<file path="src/rtl/elm_pkg.sv">
// Shared ELM layer definitions: loader FSM states and default weight memory geometry.
package elm_pkg;

    typedef enum logic [1:0] {
        ST_IDLE = 2'd0,
        ST_LOAD = 2'd1,
        ST_DONE = 2'd2
    } load_state_t;

    localparam int unsigned DATA_WIDTH = 16;
    localparam int unsigned ADDR_WIDTH = 10;

endpackage

</file>
<file path="src/rtl/weight_mem_loader_if.sv">
// AXI-Stream channel carrying weight words into the weight memory loader.
interface weight_mem_loader_if
    import elm_pkg::*;
#(
    parameter int unsigned dataWidth = DATA_WIDTH
) ();

    logic [dataWidth-1:0] tdata;
    logic                 tvalid;
    logic                 tlast;
    logic                 tready;

    modport master (output tdata, output tvalid, output tlast, input tready);
    modport slave  (input tdata, input tvalid, input tlast, output tready);

endinterface

</file>
<file path="src/rtl/weight_mem_loader_addr_gen.sv">
// Address/neuron counters for the weight loader; flags the last word of the layer.
module weight_addr_gen #(
    parameter int unsigned neuronNo     = 34,
    parameter int unsigned numWeight    = 784,
    parameter int unsigned addressWidth = 10,
    parameter int unsigned neuronWidth  = 6
) (
    input  logic                    clk,
    input  logic                    rst,
    input  logic                    clear,
    input  logic                    advance,
    output logic [addressWidth-1:0] addr_cnt,
    output logic [neuronWidth-1:0]  neuron_cnt,
    output logic                    last_beat
);

    localparam logic [addressWidth-1:0] LAST_ADDR   = addressWidth'(numWeight - 1);
    localparam logic [neuronWidth-1:0]  LAST_NEURON = neuronWidth'(neuronNo - 1);

    logic [addressWidth-1:0] addr_cnt_q, addr_cnt_d;
    logic [neuronWidth-1:0]  neuron_cnt_q, neuron_cnt_d;

    always_comb begin
        addr_cnt_d   = addr_cnt_q;
        neuron_cnt_d = neuron_cnt_q;
        if (clear) begin
            addr_cnt_d   = '0;
            neuron_cnt_d = '0;
        end else if (advance) begin
            // Wrap on the configured depth, not the address space size.
            if (addr_cnt_q == LAST_ADDR) begin
                addr_cnt_d   = '0;
                neuron_cnt_d = neuron_cnt_q + neuronWidth'(1);
            end else begin
                addr_cnt_d = addr_cnt_q + addressWidth'(1);
            end
        end
    end

    always_ff @(posedge clk) begin
        if (rst) begin
            addr_cnt_q   <= '0;
            neuron_cnt_q <= '0;
        end else begin
            addr_cnt_q   <= addr_cnt_d;
            neuron_cnt_q <= neuron_cnt_d;
        end
    end

    assign addr_cnt   = addr_cnt_q;
    assign neuron_cnt = neuron_cnt_q;
    assign last_beat  = (addr_cnt_q == LAST_ADDR) && (neuron_cnt_q == LAST_NEURON);

endmodule

</file>
<file path="src/rtl/weight_mem_loader.sv">
// Streams weight words into per-neuron memories with a one-hot write enable.
// Optional WEIGHT_LOADER_CHECKSUM_EN adds a running modulo sum of written words.
module weight_mem_loader
    import elm_pkg::*;
#(
    parameter int unsigned neuronNo     = 34,
    parameter int unsigned numWeight    = 784,
    parameter int unsigned addressWidth = ADDR_WIDTH,
    parameter int unsigned dataWidth    = DATA_WIDTH,
    parameter int unsigned neuronWidth  = 6
) (
    input  logic                     clk,
    input  logic                     rst,
    input  logic                     start,
    weight_mem_loader_if.slave       s_axis,
    output logic [neuronNo-1:0]      wen,
    output logic [addressWidth-1:0]  waddr,
    output logic [dataWidth-1:0]     wdata,
    output logic                     busy,
    output logic                     done,
`ifdef WEIGHT_LOADER_CHECKSUM_EN
    output logic                     err,
    output logic [dataWidth-1:0]     checksum
`else
    output logic                     err
`endif
);

    load_state_t             state_q, state_d;
    logic                    tready_q, tready_d;
    logic                    err_q, err_d;
    logic [neuronNo-1:0]     wen_q, wen_d;
    logic [addressWidth-1:0] waddr_q, waddr_d;
    logic [dataWidth-1:0]    wdata_q, wdata_d;

    logic                    beat;
    logic                    clear_cnt;
    logic                    last_beat;
    logic [addressWidth-1:0] addr_cnt;
    logic [neuronWidth-1:0]  neuron_cnt;

    assign beat      = s_axis.tvalid & tready_q;
    assign clear_cnt = (state_q == ST_IDLE) & start;

    weight_addr_gen #(
        .neuronNo     (neuronNo),
        .numWeight    (numWeight),
        .addressWidth (addressWidth),
        .neuronWidth  (neuronWidth)
    ) u_addr_gen (
        .clk        (clk),
        .rst        (rst),
        .clear      (clear_cnt),
        .advance    (beat),
        .addr_cnt   (addr_cnt),
        .neuron_cnt (neuron_cnt),
        .last_beat  (last_beat)
    );

    always_comb begin
        state_d  = state_q;
        tready_d = 1'b0;
        err_d    = err_q;
        wen_d    = '0;
        waddr_d  = waddr_q;
        wdata_d  = wdata_q;
        unique case (state_q)
            ST_IDLE: begin
                if (start) begin
                    state_d  = ST_LOAD;
                    tready_d = 1'b1;
                    err_d    = 1'b0;
                end
            end
            ST_LOAD: begin
                tready_d = 1'b1;
                if (beat) begin
                    for (int unsigned i = 0; i < neuronNo; i++) begin
                        wen_d[i] = (neuron_cnt == neuronWidth'(i));
                    end
                    waddr_d = addr_cnt;
                    wdata_d = s_axis.tdata;
                    // Framing is good only when tlast lands exactly on the last word.
                    if (last_beat || s_axis.tlast) begin
                        state_d  = ST_DONE;
                        tready_d = 1'b0;
                        err_d    = err_q | (last_beat ^ s_axis.tlast);
                    end
                end
            end
            ST_DONE: begin
                state_d = ST_IDLE;
            end
            default: begin
                state_d = ST_IDLE;
            end
        endcase
    end

    always_ff @(posedge clk) begin
        if (rst) begin
            state_q  <= ST_IDLE;
            tready_q <= 1'b0;
            err_q    <= 1'b0;
            wen_q    <= '0;
            waddr_q  <= '0;
            wdata_q  <= '0;
        end else begin
            state_q  <= state_d;
            tready_q <= tready_d;
            err_q    <= err_d;
            wen_q    <= wen_d;
            waddr_q  <= waddr_d;
            wdata_q  <= wdata_d;
        end
    end

    assign s_axis.tready = tready_q;
    assign wen           = wen_q;
    assign waddr         = waddr_q;
    assign wdata         = wdata_q;
    assign busy          = (state_q == ST_LOAD);
    assign done          = (state_q == ST_DONE);
    assign err           = err_q;

`ifdef WEIGHT_LOADER_CHECKSUM_EN
    logic [dataWidth-1:0] sum_q, sum_d;

    // Accumulating on the beat makes the sum land in the same cycle as its wen.
    always_comb begin
        sum_d = sum_q;
        if (clear_cnt) begin
            sum_d = '0;
        end else if (beat) begin
            sum_d = sum_q + s_axis.tdata;
        end
    end

    always_ff @(posedge clk) begin
        if (rst) begin
            sum_q <= '0;
        end else begin
            sum_q <= sum_d;
        end
    end

    assign checksum = sum_q;
`endif

endmodule

</file>
<file path="src/flat_wrapper.sv">
// flat-port wrapper written by rule: the top's interface ports become plain ports
module weight_mem_loader_flat import elm_pkg::*;
#(
    parameter int unsigned neuronNo     = 34,
    parameter int unsigned numWeight    = 784,
    parameter int unsigned addressWidth = ADDR_WIDTH,
    parameter int unsigned dataWidth    = DATA_WIDTH,
    parameter int unsigned neuronWidth  = 6
)
  (clk, rst, start, wen, waddr, wdata, busy, done, err, s_axis_tdata, s_axis_tvalid, s_axis_tlast, s_axis_tready);
  weight_mem_loader_if #(.dataWidth(dataWidth)) s_axis_i ();
  input  logic clk;
  input  logic rst;
  input  logic start;
  output logic [neuronNo-1:0] wen;
  output logic [addressWidth-1:0] waddr;
  output logic [dataWidth-1:0] wdata;
  output logic busy;
  output logic done;
  output logic err;
  input wire logic [$bits(s_axis_i.tdata)-1:0] s_axis_tdata;
  input wire logic [$bits(s_axis_i.tvalid)-1:0] s_axis_tvalid;
  input wire logic [$bits(s_axis_i.tlast)-1:0] s_axis_tlast;
  output wire logic [$bits(s_axis_i.tready)-1:0] s_axis_tready;
  assign s_axis_i.tdata = s_axis_tdata;
  assign s_axis_i.tvalid = s_axis_tvalid;
  assign s_axis_i.tlast = s_axis_tlast;
  assign s_axis_tready = s_axis_i.tready;
  weight_mem_loader #(.neuronNo(neuronNo), .numWeight(numWeight), .addressWidth(addressWidth), .dataWidth(dataWidth), .neuronWidth(neuronWidth)) u_core (.clk(clk), .rst(rst), .start(start), .s_axis(s_axis_i), .wen(wen), .waddr(waddr), .wdata(wdata), .busy(busy), .done(done), .err(err));
endmodule
</file>
<file path="config.mk">
export PLATFORM = sky130hd
export DESIGN_NAME = weight_mem_loader_flat
export DESIGN_NICKNAME = d
export VERILOG_FILES = /design/src/rtl/elm_pkg.sv /design/src/rtl/weight_mem_loader_if.sv /design/src/rtl/weight_mem_loader_addr_gen.sv /design/src/rtl/weight_mem_loader.sv /design/src/flat_wrapper.sv
export SDC_FILE = /design/constraint.sdc
export NUM_CORES = 1
export LEC_CHECK = 0
export ABC_CLOCK_PERIOD_IN_PS = 4200
export BUFFER_PORTS_ARGS = -buffer_cell sky130_fd_sc_hd__clkbuf_2
export CAP_MARGIN = 20
export CORE_ASPECT_RATIO = 1.4
export CORE_MARGIN = 2
export CORE_UTILIZATION = 25
export DETAILED_ROUTE_END_ITERATION = 12
export SYNTH_ARGS = -nofsm -noshare
export SYNTH_HDL_FRONTEND = slang
export SYNTH_HIERARCHICAL = 1
export SYNTH_SLANG_ARGS = --single-unit
</file>
<file path="constraint.sdc">
create_clock -name clk -period 4.2 [get_ports clk]
set_clock_uncertainty 0.05 [all_clocks]
set_input_delay 0.21 -clock clk [delete_from_list [all_inputs] [get_ports clk]]
set_output_delay 0.21 -clock clk [all_outputs]
set_load 0.02 [all_outputs]
</file>
# --- Yosys cells after proc, flatten, opt, wreduce, memory -nomap -nowiden ---
# Index checks and enable logic that the tools add are counted.
word_totals:
  reg_bits: 80
  output_inout_bits: 64
  input_bits: 21
op_classes:
  mux: 13
  eq_ne: 39
  add_sub_neg: 2
  bitwise_logic: 6
  reduce_logical: 11
ops:
  columns: ["op", "count"]
  rows:
  - ["$eq 6x5->1 const B", 16]
  - ["$eq 6x4->1 const B", 8]
  - ["$eq 6x3->1 const B", 4]
  - ["$eq 6x2->1 const B", 2]
  - ["$eq 6x6->1 const B", 2]
  - ["$add 10x1->10 const B", 1]
  - ["$eq 10x10->1 const B", 1]
  - ["$mux 10", 1]
  - ["$add 6x1->6 const B", 1]
  - ["$eq 6x1->1 const B", 1]
  - ["$logic_not 6->1", 1]
  - ["$mux 1", 6]
  - ["$mux 2", 3]
  - ["$ne 2x1->1 const B", 2]
  - ["$pmux 1 s2", 2]
  - ["$pmux 2 s2", 1]
  - ["$reduce_and 2->1", 2]
  - ["$reduce_and 4->1", 1]
  - ["$reduce_and 3->1", 1]
  - ["$reduce_or 3->1", 1]
  - ["$and 1x1->1", 2]
  - ["$eq 2x1->1 const B", 1]
  - ["$eq 2x2->1 const B", 1]
  - ["$logic_not 2->1", 1]
  - ["8 further kinds", 9]

# --- Longest topological paths before layout ---
depth:
  ltp_word: 7
  mapped_depth: 10

# --- Modules after synthesis ---
# Netlist, hierarchy kept.
modules_own_cells:
  columns: ["mod", "area_per_inst_um2", "n_inst", "cells_per_inst", "seq_area_each_um2"]
  rows:
  - ["weight_mem_loader", 2099.5, 1, 227, 1281.2]
  - ["weight_addr_gen", 872.1, 1, 102, 320.3]

# --- Least setup slack after synthesis ---
# No wires, ideal clock.
synth_timing:
  kind: "register to register"
  start: "register u_core.u_addr_gen.addr_cnt_q[4], in the netlist u_core/u_addr_gen/addr_cnt[4]"
  end: "register u_core.err_q, in the netlist u_core/err"
  stages_incl_launch_ff: 11
  arrival_ps: 2156
  required_ps: 4008
  setup_time_ps: 142
  path_slack_ps: 1852
  period_less_slack_ps: 2348
  path_cell_list: "dfxtp_1 -> buf_6 -> or4b_4 -> buf_6 -> nor3_1 -> and4_1 -> inv_1 -> ha_1 -> nor2b_1 -> a41oi_1 -> nor3_1"
synth_between:
  elab_chain_cells: 7
  word_cells_on_any_way: 10
synth_rtl:
  columns: ["item", "line_no", "text"]
  rows:
  - ["start, declared", "weight_mem_loader_addr_gen.sv:20", "logic [addressWidth-1:0] addr_cnt_q, addr_cnt_d;"]
  - ["start signal, assigned", "weight_mem_loader_addr_gen.sv:45", "addr_cnt_q <= addr_cnt_d;"]
  - ["$eq 10x10->1 (*)", "weight_mem_loader_addr_gen.sv:52", "assign last_beat = (addr_cnt_q == LAST_ADDR) && (neuron_cnt_q == LAST_NEURON);"]
  - ["$logic_and 1x1->1 (*)", "weight_mem_loader_addr_gen.sv:52", null]
  - ["via u_core.last_beat", "weight_mem_loader.sv:38", "logic last_beat;"]
  - ["$xor 1x1->1", "weight_mem_loader.sv:87", "err_d = err_q | (last_beat ^ s_axis.tlast);"]
  - ["$or 1x1->1", "weight_mem_loader.sv:87", null]
  - ["$mux 1", "weight_mem_loader.sv:84", "if (last_beat || s_axis.tlast) begin"]
  - ["$mux 1", "weight_mem_loader.sv:77", "if (beat) begin"]
  - ["$pmux 1 s2", "weight_mem_loader.sv:67", "unique case (state_q)"]
  - ["end signal, assigned", "weight_mem_loader.sv:111", "err_q <= err_d;"]
  - ["end, declared", "weight_mem_loader.sv:31", "logic err_q, err_d;"]
# Mark *: on every way through the listed nets, which the timed path passes. The rest lies on a longest branch. The select of a mux whose other input is x is not followed.
# A chain may end at the register's enable or synchronous reset.

# --- Final worst setup path ---
# Same ends and word-level chain as after synthesis.

==> run metrics <==
status=completed; Hold Path Class=in -> reg; leak pwr=1.48 nW; Rows=47; data required time of the worst path=4330 ps; ant diodes=0; Gate power share=3.5%; share of layout cells above drive strength 1=27.4%; die width=96.1 um; Nets=432; drt wl/cell=12.5 um; crit path max fanout=10; starting DRC count in detailed routing=105; Worst setup SP type=flop; setup TNS=0 ps; Mapped Avg Cell Area=9.03 um2; Die ar.=12800 um2; CP Cell Sequence=or4b_4 -> nor3_1 -> and4_1 -> inv_1 -> ha_1 -> nor2b_1 -> a41oi_1 -> nor3_1; post-layout minimum cycle time=2460 ps; Worst path max stage delay=640 ps; Achievable Freq=0.406 GHz; worst skew pair latency=330 ps; CP top delay family=simple AND/OR/NAND/NOR gates; Avg Vias per Cell=4.52; hold_buf cts=0; antenna violations before repair=0; switching power=343 uW; die height=133 um; number of global-route vias before repair=2378; most frequent cells in the layout=clkbuf_2, dfxtp_1, nand2_1; Post-Synthesis Cell Area=2970 um2; setup violators final=0; dominant synthesized flop cell=dfxtp_1; clock buffer count from CTS=9; nature of the critical path endpoint=flop; Pre-antenna DRT Iters=5; CTS H-tree lvls=3; Critical Path AT=2590 ps; most common cell after layout, fill and taps aside=clkbuf_2; clk root buf=clkbuf_16; P&R area growth vs syn=27.6%; sequential share of power=47.9%; slowest stage cell, crit path=or4b_4; # clock sinks=80; Buffers & Inverters on Critical Path=1; final core occ=32.4%; Int Power=1.26 mW; Fin. Hold Viols=0; # port buffers=84; Synth Warn #=6; DR vias=2529; r2r setup slk=1740 ps; max-slew violation count=0; Congestion Overflow GR=0; cell mode on critical path=nor3_1; power per cell area=424 nW/um2; clk slew on worst S/H paths=60 ps; mux contribution to synthesized area=1.35%; number of synthesized flops with an enable pin=0; sequential-to-total area share from yosys stat=53.9%; largest net degree at the start of global routing=39; ANT nets after route=0; post-CTS sizing=0; CTS tree=done; switch share=21.3%; dpl cell area=3480 um2; post-synthesis adder-cell area fraction=1.68%; drt drc=0; Post-CTS Setup Bufs=0; IO Count=85; Synth cell types=44; clock power share=48.6%; post-synthesis simple-gate area fraction=29.2%; Post-DP HPWL=4930 um; Worst Tran Pin Value=894 ps; Layout fillers=1249; Syn Nets=354; Total GRT Usage=11.3%; WL final=6980 um; Yosys reg bits=80; main combinational cell family by area after synthesis=simple AND/OR/NAND/NOR gates; first-pass GRT wire length=11600 um; RSZ-0062 raised after global routing=no; post-synthesis async set-or-reset flop share=0%; CTS max path bufs=2; core area=11700 um2; Syn Inst Count=329; Synth Area in XOR/XNOR=0.589%; Finished Cell Area=3790 um2; crit share post-route=58.6%; crit path kind=reg -> reg; peak supply drop=166 uV; maxcap violations=0; placer's final routability congestion estimate=0.775; Slew HR=40.3%; Hold Slack=48.4 ps; Synth Area in Compound Gates=9.18%; Initial Utilization=25.4%
==> state kept, by name, summed over array words and instances, names as in the netlist <==
| name | cells |
|---|---|
| u_core/wen | 34 |
| u_core/waddr | 10 |
| u_core/wdata | 16 |
| u_core/state_q | 2 |
| u_core/s_axis.tready | 1 |
| u_core/err | 1 |
| u_core/u_addr_gen/addr_cnt | 10 |
| u_core/u_addr_gen/neuron_cnt | 6 |
==> power by group through the flow <==
stage / Combinational [mW] / Sequential (mW) / Clock (mW)
after floorplan: 0.0295 / 0.790 / 0
after global placement: 0.0547 / 0.786 / 0
after detailed placement: 0.0560 / 0.786 / 0
after CTS: 0.0563 / 0.769 / 0.802
after global routing: 0.0615 / 0.770 / 0.838
final: 0.0556 / 0.770 / 0.781
==> worst reg2reg max path: stages (launching register included) <==
cell,delay [ps]
dfxtp_1,390
or4b_4,640
nor3_1,320
and4_1,240
inv_1,50
ha_1,250
nor2b_1,130
a41oi_1,180
nor3_1,60
==> final cells by class <==
type | instances | area, um2 | area share, %
flip-flops and latches | 80 | 1600 | 42.2
multi-input cells | 225 | 1250 | 32.9
repair buffers | 85 | 428 | 11.3
clock buffers | 11 | 243 | 6.40
well taps | 147 | 184 | 4.85
clock inverters | 5 | 63.8 | 1.68
inverters | 6 | 22.5 | 0.594
==> cell families (layout without fill, tap and decap cells) <==
group / after synthesis / count (layout)
compound gates: 48 / 48
flops: 80 / 80
xor+xnor: 2 / 2
buf+inv: 24 / 107
mux: 4 / 4
simple gates: 167 / 167
fa+ha+maj: 4 / 4
==> through the flow <==
step / worst slack, ps / power, mW / std cells
2_1_floorplan: 1850 / 0.820 / 329
3_3_place_gp: 1820 / 0.841 / 543
3_5_place_dp: 1760 / 0.843 / 543
4_1_cts: 1740 / 1.63 / 559
5_1_grt: 1580 / 1.67 / 559
6_report: 1740 / 1.61 / 559
==> layer usage <==
metal / vias up / track usage, % / share of wire (%)
li1: 1282 / - / -
met1: 1173 / 13.9 / 43
met2: 66 / 18.8 / 51
met3: 8 / 3.19 / 5.2
met4: 0 / 3.89 / 1.1
met5: - / 0 / 0
==> synthesized netlist by cell type (2+ instances only) <==
master     n  area (um2)
nand2_1   65         244
nand2b_1   2        12.5
nand3_1   10        50.1
o21ai_0    3        15.0
o31ai_1    5        37.5
buf_6      3        33.8
nor2_1    37         139
nand3b_1   5        37.5
nor3_1     6        30.0
or4_1      4        30.0
a21oi_1   34         170
nor4_1     5        31.3
nand4_1    3        18.8
mux2i_1    4        40.0
inv_1      6        22.5
clkbuf_1  10        37.5
or3b_2     2        17.5
ha_1       4        50.1
buf_2      4        20.0
or3_1      6        37.5
dfxtp_1   80        1600
xor2_1     2        17.5
nor2b_1    5        31.3
nand3_2    2        20.0
or2_2      2        12.5
or4b_4     2        27.5
==> worst paths after layout <==
path / cells past startpoint / start / end
worst min register to register: 2 / u_core/wdata[5]$_SDFFE_PP0P_ / u_core/wdata[5]$_SDFFE_PP0P_
worst min-delay path: 3 / s_axis_tdata[15] / u_core/wdata[15]$_SDFFE_PP0P_
worst max-delay path: 8 / u_core/u_addr_gen/addr_cnt[4]$_SDFFE_PP0P_ / u_core/err$_SDFFE_PP0P_
worst max register to register: 8 / u_core/u_addr_gen/addr_cnt[4]$_SDFFE_PP0P_ / u_core/err$_SDFFE_PP0P_
No activity file was read; power rests on OpenSTA's default activity.
